## src/rtl/mult_seq_arbiter.sv

```systemverilog
// ----------------------------------------------------------------------------
// mult_seq_arbiter
//
// Shared sequential sign-magnitude multiplier with a two-port round-robin
// front end. Each requester presents two sign-magnitude operands (MSB = sign,
// low MAG_W bits = magnitude). The winning requester's operands are latched.
// The magnitudes are multiplied by shift-and-add, one multiplier bit per
// cycle. The product is returned in two's complement, tagged with the index
// of the requester that issued it.
//
// Ports
//   clk                      single clock, rising edge
//   rst_n                    synchronous active-low reset
//   req0_valid / req1_valid  requester has an operation pending
//   req0_a/_b, req1_a/_b     operands, [MAG_W] sign, [MAG_W-1:0] magnitude
//   req0_ready / req1_ready  operation accepted this cycle (combinational)
//   res_valid                result available (held until res_ready)
//   res_data                 product, 2*MAG_W+1 bits two's complement
//   res_id                   index of the requester that issued the operation
//   res_ready                consumer accepts the result
//   busy                     high whenever the FSM is not idle
// ----------------------------------------------------------------------------
module mult_seq_arbiter #(
    parameter int MAG_W = 2
) (
    input  logic               clk,
    input  logic               rst_n,

    input  logic               req0_valid,
    input  logic [MAG_W:0]     req0_a,
    input  logic [MAG_W:0]     req0_b,
    output logic               req0_ready,

    input  logic               req1_valid,
    input  logic [MAG_W:0]     req1_a,
    input  logic [MAG_W:0]     req1_b,
    output logic               req1_ready,

    output logic               res_valid,
    output logic [2*MAG_W:0]   res_data,
    output logic               res_id,
    input  logic               res_ready,

    output logic               busy
);

    localparam int RES_W  = 2 * MAG_W + 1;
    localparam int ACC_W  = 2 * MAG_W;
    // step counts 0..MAG_W, so it needs room for the value MAG_W itself
    localparam int STEP_W = (MAG_W < 2) ? 1 : $clog2(MAG_W + 1);

    typedef enum logic [1:0] {
        ST_IDLE = 2'd0,
        ST_MUL  = 2'd1,
        ST_SIGN = 2'd2,
        ST_DONE = 2'd3
    } state_t;

    // ------------------------------------------------------------------
    // State
    // ------------------------------------------------------------------
    state_t               state_q,      state_d;
    logic                 last_grant_q, last_grant_d;
    logic [MAG_W-1:0]     a_mag_q,      a_mag_d;
    logic [MAG_W-1:0]     b_mag_q,      b_mag_d;
    logic                 sign_q,       sign_d;
    logic                 id_q,         id_d;
    logic [ACC_W-1:0]     acc_q,        acc_d;
    logic [STEP_W-1:0]    step_q,       step_d;
    logic                 res_valid_q,  res_valid_d;
    logic [RES_W-1:0]     res_data_q,   res_data_d;
    logic                 res_id_q,     res_id_d;
    logic                 busy_q,       busy_d;

    // ------------------------------------------------------------------
    // Front end: arbitration and ready generation
    // ------------------------------------------------------------------
    logic [1:0]           req_valid;
    logic [1:0]           grant;
    logic [1:0]           req_ready;
    logic                 accept;
    logic                 accept_id;
    logic [MAG_W:0]       sel_a;
    logic [MAG_W:0]       sel_b;

    assign req_valid = {req1_valid, req0_valid};

    // On a tie the requester that did not win last time gets the grant,
    // so a pending requester can lose at most one tie in a row.
    assign grant[0] = req_valid[0] & (~req_valid[1] |  last_grant_q);
    assign grant[1] = req_valid[1] & (~req_valid[0] | ~last_grant_q);

    // Readies are forced low while reset is asserted, even though the
    // state register may already read IDLE during a multi-cycle reset.
    generate
        for (genvar gi = 0; gi < 2; gi++) begin : g_ready
            assign req_ready[gi] = rst_n & (state_q == ST_IDLE)
                                 & req_valid[gi] & grant[gi];
        end
    endgenerate

    assign req0_ready = req_ready[0];
    assign req1_ready = req_ready[1];

    assign accept    = |req_ready;
    assign accept_id = req_ready[1];
    assign sel_a     = accept_id ? req1_a : req0_a;
    assign sel_b     = accept_id ? req1_b : req0_b;

    // ------------------------------------------------------------------
    // Datapath: pre-shifted copies of the multiplicand, one per step
    // ------------------------------------------------------------------
    logic [ACC_W-1:0]     pp [MAG_W];
    logic [ACC_W-1:0]     addend;
    logic [RES_W-1:0]     mag_ext;

    generate
        for (genvar gi = 0; gi < MAG_W; gi++) begin : g_pp
            assign pp[gi] = ACC_W'(a_mag_q) << gi;
        end
    endgenerate

    // Pick the partial product for the current step, gated by the
    // corresponding multiplier bit.
    always_comb begin
        addend = '0;
        for (int i = 0; i < MAG_W; i++) begin
            if ((step_q == STEP_W'(i)) && b_mag_q[i]) begin
                addend = pp[i];
            end
        end
    end

    assign mag_ext = {1'b0, acc_q};

    // ------------------------------------------------------------------
    // Next-state logic
    // ------------------------------------------------------------------
    always_comb begin
        state_d      = state_q;
        last_grant_d = last_grant_q;
        a_mag_d      = a_mag_q;
        b_mag_d      = b_mag_q;
        sign_d       = sign_q;
        id_d         = id_q;
        acc_d        = acc_q;
        step_d       = step_q;
        res_valid_d  = res_valid_q;
        res_data_d   = res_data_q;
        res_id_d     = res_id_q;

        case (state_q)
            ST_IDLE: begin
                if (accept) begin
                    a_mag_d      = sel_a[MAG_W-1:0];
                    b_mag_d      = sel_b[MAG_W-1:0];
                    sign_d       = sel_a[MAG_W] ^ sel_b[MAG_W];
                    id_d         = accept_id;
                    acc_d        = '0;
                    step_d       = '0;
                    last_grant_d = accept_id;
                    state_d      = ST_MUL;
                end
            end

            ST_MUL: begin
                acc_d  = acc_q + addend;
                step_d = step_q + STEP_W'(1);
                if (step_q == STEP_W'(MAG_W - 1)) begin
                    state_d = ST_SIGN;
                end
            end

            ST_SIGN: begin
                // A zero magnitude never becomes negative: -0 maps to 0.
                if (sign_q && (acc_q != '0)) begin
                    res_data_d = -mag_ext;
                end else begin
                    res_data_d = mag_ext;
                end
                res_id_d    = id_q;
                res_valid_d = 1'b1;
                state_d     = ST_DONE;
            end

            ST_DONE: begin
                // Result stays frozen until the consumer takes it.
                if (res_ready) begin
                    res_valid_d = 1'b0;
                    state_d     = ST_IDLE;
                end
            end

            default: begin
                state_d = ST_IDLE;
            end
        endcase
    end

    // busy is registered from the next state so it lines up with state_q
    assign busy_d = (state_d != ST_IDLE);

    // ------------------------------------------------------------------
    // Registers
    // ------------------------------------------------------------------
    always_ff @(posedge clk) begin
        if (!rst_n) begin
            state_q      <= ST_IDLE;
            last_grant_q <= 1'b1;
            a_mag_q      <= '0;
            b_mag_q      <= '0;
            sign_q       <= 1'b0;
            id_q         <= 1'b0;
            acc_q        <= '0;
            step_q       <= '0;
            res_valid_q  <= 1'b0;
            res_data_q   <= '0;
            res_id_q     <= 1'b0;
            busy_q       <= 1'b0;
        end else begin
            state_q      <= state_d;
            last_grant_q <= last_grant_d;
            a_mag_q      <= a_mag_d;
            b_mag_q      <= b_mag_d;
            sign_q       <= sign_d;
            id_q         <= id_d;
            acc_q        <= acc_d;
            step_q       <= step_d;
            res_valid_q  <= res_valid_d;
            res_data_q   <= res_data_d;
            res_id_q     <= res_id_d;
            busy_q       <= busy_d;
        end
    end

    assign res_valid = res_valid_q;
    assign res_data  = res_data_q;
    assign res_id    = res_id_q;
    assign busy      = busy_q;

endmodule
```

## config.mk

```make
export PLATFORM = sky130hd
export DESIGN_NAME = mult_seq_arbiter
export DESIGN_NICKNAME = d
export VERILOG_FILES = /design/src/rtl/mult_seq_arbiter.sv
export SDC_FILE = /design/constraint.sdc
export NUM_CORES = 1
export LEC_CHECK = 0
export CORE_AREA = 3 3 61 63
export DETAILED_ROUTE_END_ITERATION = 8
export DIE_AREA = 0 0 64 66
export GPL_TIMING_DRIVEN = 0
export PLACE_DENSITY = 0.62
export SYNTH_ARGS = -nofsm -noshare
export SYNTH_HDL_FRONTEND = slang
export SYNTH_SLANG_ARGS = --single-unit
export TNS_END_PERCENT = 10
```

## constraint.sdc

```tcl
create_clock -name clk -period 4.45 [get_ports clk]
set_clock_uncertainty 0.15 [all_clocks]
set_input_delay 0.445 -clock clk [delete_from_list [all_inputs] [get_ports clk]]
set_output_delay 0.445 -clock clk [all_outputs]
set_load 0.005 [all_outputs]
```

==> results by group <==
Run status
  – Outcome: completed

GRT
  – Largest net degree at the start of global routing: 14
  – Initial antenna violation count: 0
  – First-pass GRT wire length: about 5300 um
  – Vias in the first global route: 1242
  – GRT overflow: 0
  – GRT Total Usage: between 10% and 20%

STA
  – Setup TNS: 0 ns
  – Fin. max-slew vios: 0
  – Final Hold Viols: 0
  – # setup viols final: 0
  – Min Tclk post-route: 2.93 ns
  – RSZ-0062 raised after global routing: no
  – Final worst path period share: 65.8%
  – Worst Tran Pin Value: 0.685 ns
  – Slew headroom: 54.1%
  – Maximum clock rate: 342 MHz
  – Final hold slack: 0.340 ns

Finish
  – P&R area growth vs syn: 26.7%
  – Share of post-route cells with drive strength above 1: between 7 and 8%
  – Fill count: 344
  – Antenna cells: 0
  – Core Util, Final: 49.9%
  – # nets final: approximately 210
  – Final Cell Area: between 0.0015 and 0.002 sq mm
  – Final non-filler cell total: 229

Floorplanning
  – Die X: 64 um
  – Ports: 27
  – Starting density of the core: roughly 40%
  – Die area: 0.00422 sq mm
  – Core area: 0.00328 sq mm
  – Cell Rows: 21
  – Die extent in y: 66 um

Synth
  – Synth Area in Simple Gates: approximately a fifth
  – Ys flop type: dfxtp_1
  – Top cell type by total area after synthesis: dfxtp_1
  – Mux contribution to synthesized area: 1.55%
  – Synth warn: 0
  – #FFs+latches synth: 23
  – Synth area leaders: dfxtp_1 36%, a21oi_1 6.2%, ha_1 5.8%
  – Largest family of logic cells by synthesized area: compound AO/OA/AOI/OAI gates
  – Post-Synth Adder-Cell Area: 7.35%
  – Syn avg cell area: 8.46 sq um
  – Post-synthesis sequential area ratio: 35.6%
  – Yosys cell types: 42
  – Proportion of netlist area held by the largest area contributor: a little over a third
  – Syn_nets: 177
  – Compound-Gate Fraction of Synth Area: 28.0%
  – Post-Syn Instances: around 150
  – Post-Synthesis Cell Area: between 0.001 and 0.0015 sq mm
  – Async set-or-reset flop fraction in the synthesized netlist: 0%
  – Xor/xnor share of the synthesized area: 2.03%
  – Number of flops mapped to enable cells by yosys: 0

Run
  – Max cap viols: 0

Power
  – Leak: 0.594 nW
  – Combinational share of power: 23.1%
  – Worst IR drop on VDD: 0.0998 mV
  – Switching portion of total power: 30.6%
  – Clock power share: 23.9%
  – Internal Pwr Total: 0.000299 W
  – Power Density: about 260 mW/mm^2
  – Sequential group share of total power: 53.0%
  – Switch Pwr: 0.000132 W

Setup path
  – Worst Path Max Fanout: 10
  – Critical Path AT: 2.33 ns
  – Worst R2R Path Depth: 10
  – Critical Path End Type: primary output
  – Critical Path RT: 3.86 ns
  – Type of the worst setup path: in2out
  – CP startpoint kind: primary input

Clocking
  – Clk sinks: 23
  – Hold buffers post-CTS: 0
  – Number of buffers created by CTS: 3
  – Later-pin clock latency in the skew report: around 0.32 ns
  – Clock tree buffer depth: 2
  – Clock transition at path regs: roughly 0.14 ns
  – H-tree depth: 1
  – Post-CTS Setup Bufs: 0
  – Root buffer cell: clkbuf_4
  – TritonCTS clock tree: done
  – CTS-repair resized insts: 0

Route
  – Routed vias/inst: around 5.5
  – Routed wire per std cell: 13.9 um
  – ANT nets after route: 0
  – Drt total wl: between 3000 and 4000 um
  – Via Count: 1265
  – DR pass1 iterations: 4
  – Post-route DRC: 0
  – Initial drt markers: 55

Placed design
  – DP Area: 0.00161 sq mm
  – Final Wtd Congestion: 0.825
  – Dpl cells: about 230
  – Post-DP HPWL: 2420 um
  – PortBufs: 26

Hold path
  – Hold-critical path depth: 2
  – Hold WC Path Type: reg2reg
path summary, 6_finish.rpt:
path                                   from     endpoint  slack, ns
worst max-delay path                  rst_n   req1_ready       1.52
worst min-delay path            res_data[4]  res_data[4]       0.34
worst max register to register    step_q[1]     acc_q[2]       2.15
worst min register to register  res_data[4]  res_data[4]       0.34
cells in the final DEF (no fill, tap or decap), drive strengths merged:
cell / netlist / final
clkdlybuf4s50: 0 / 26
dfxtp: 23 / 23
a21oi: 16 / 16
nand2: 12 / 12
nor2: 11 / 11
o21ai: 11 / 11
inv: 9 / 9
o211ai: 8 / 8
nand3: 7 / 7
ha: 6 / 6
a311oi: 5 / 5
buf: 5 / 5
clkbuf: 2 / 5
nor2b: 3 / 3
nand2b: 3 / 3
or3b: 3 / 3
a32oi: 2 / 2
a21o: 2 / 2
a31oi: 2 / 2
mux2i: 2 / 2
a211o: 2 / 2
xor2: 2 / 2
or3: 2 / 2
nor3: 2 / 2
a21bo: 1 / 1
and3: 1 / 1
and2: 1 / 1
a32o: 1 / 1
nor3b: 1 / 1
or2: 1 / 1
a21boi: 1 / 1
xnor2: 1 / 1
o21bai: 1 / 1
a22oi: 1 / 1
o31ai: 1 / 1
a2111o: 1 / 1
fa: 1 / 1
clkinv: 0 / 1
cells by family (layout without fill, tap and decap cells):
family / after synthesis / count (layout)
compound gates: 55 / 55
xor+xnor: 3 / 3
fa+ha+maj: 7 / 7
buf+inv: 16 / 46
mux: 2 / 2
flops: 23 / 23
simple gates: 47 / 47
registers in the layout, indices dropped and copies added, names as in the netlist:
| name | count |
|---|---|
| res_data | 5 |
| acc_q | 4 |
| a_mag_q | 2 |
| sign_q | 1 |
| res_valid | 1 |
| step_q | 2 |
| b_mag_q | 2 |
| id_q | 1 |
| state_q | 2 |
| last_grant_q | 1 |
| busy | 1 |
| res_id | 1 |
worst max-delay path: stages:
cell and delay, ns:
clkdlybuf4s50_1 0.65, or3b_4 0.46, buf_6 0.17, nor2_1 0.11
clkdlybuf4s50_1 0.50
area by class of cell:
| type | instances | area, sq um | share of cell area (%) |
|---|---|---|---|
| Multi-Input combinational cell | 114 | 758 | 46.3 |
| Tap cell | 46 | 57.6 | 3.51 |
| Buffer | 7 | 41.3 | 2.52 |
| Inverter | 9 | 33.8 | 2.06 |
| Timing Repair Buffer | 26 | 260 | 15.9 |
| Sequential cell | 23 | 460 | 28.1 |
| Clock inverter | 1 | 5.00 | 0.305 |
| Clock buffer | 3 | 22.5 | 1.37 |
Yosys cell counts, types with 3 or more instances:
cell type / instances
dfxtp_1: 23
nor2b_1: 3
ha_1: 6
buf_2: 3
o21ai_0: 10
nand3_1: 7
inv_1: 9
nand2_1: 12
a21oi_1: 16
o211ai_1: 8
nand2b_1: 3
a311oi_1: 5
nor2_1: 10
metrics by stage:
stage,setup slack [ns],total power (W)
after floorplan,2.43,0.000291
after global placement,1.54,0.000329
after detailed placement,1.53,0.000332
after CTS,1.51,0.000430
after global routing,1.43,0.000451
final,1.52,0.000431
metal layers:
layer / GRT usage, % / part of all wire [%] / up-vias
met2: 27.9 / 49 / 45
met5: 0 / 0 / -
met1: 19.0 / 45 / 594
met3: 2.55 / 4.7 / 6
met4: 5.66 / 1.3 / 0
li1: - / - / 620
power by group through the flow:
stage	logic [W]	clock network (W)	registers, W
finish	0.0000994	0.000103	0.000229
global route	0.000110	0.000110	0.000231
CTS	0.0000997	0.000101	0.000228
detailed placement	0.0000991	0	0.000233
global placement	0.0000964	0	0.000232
floorplan	0.0000603	0	0.000231
Note: power is estimated with default switching activity, not from simulation.
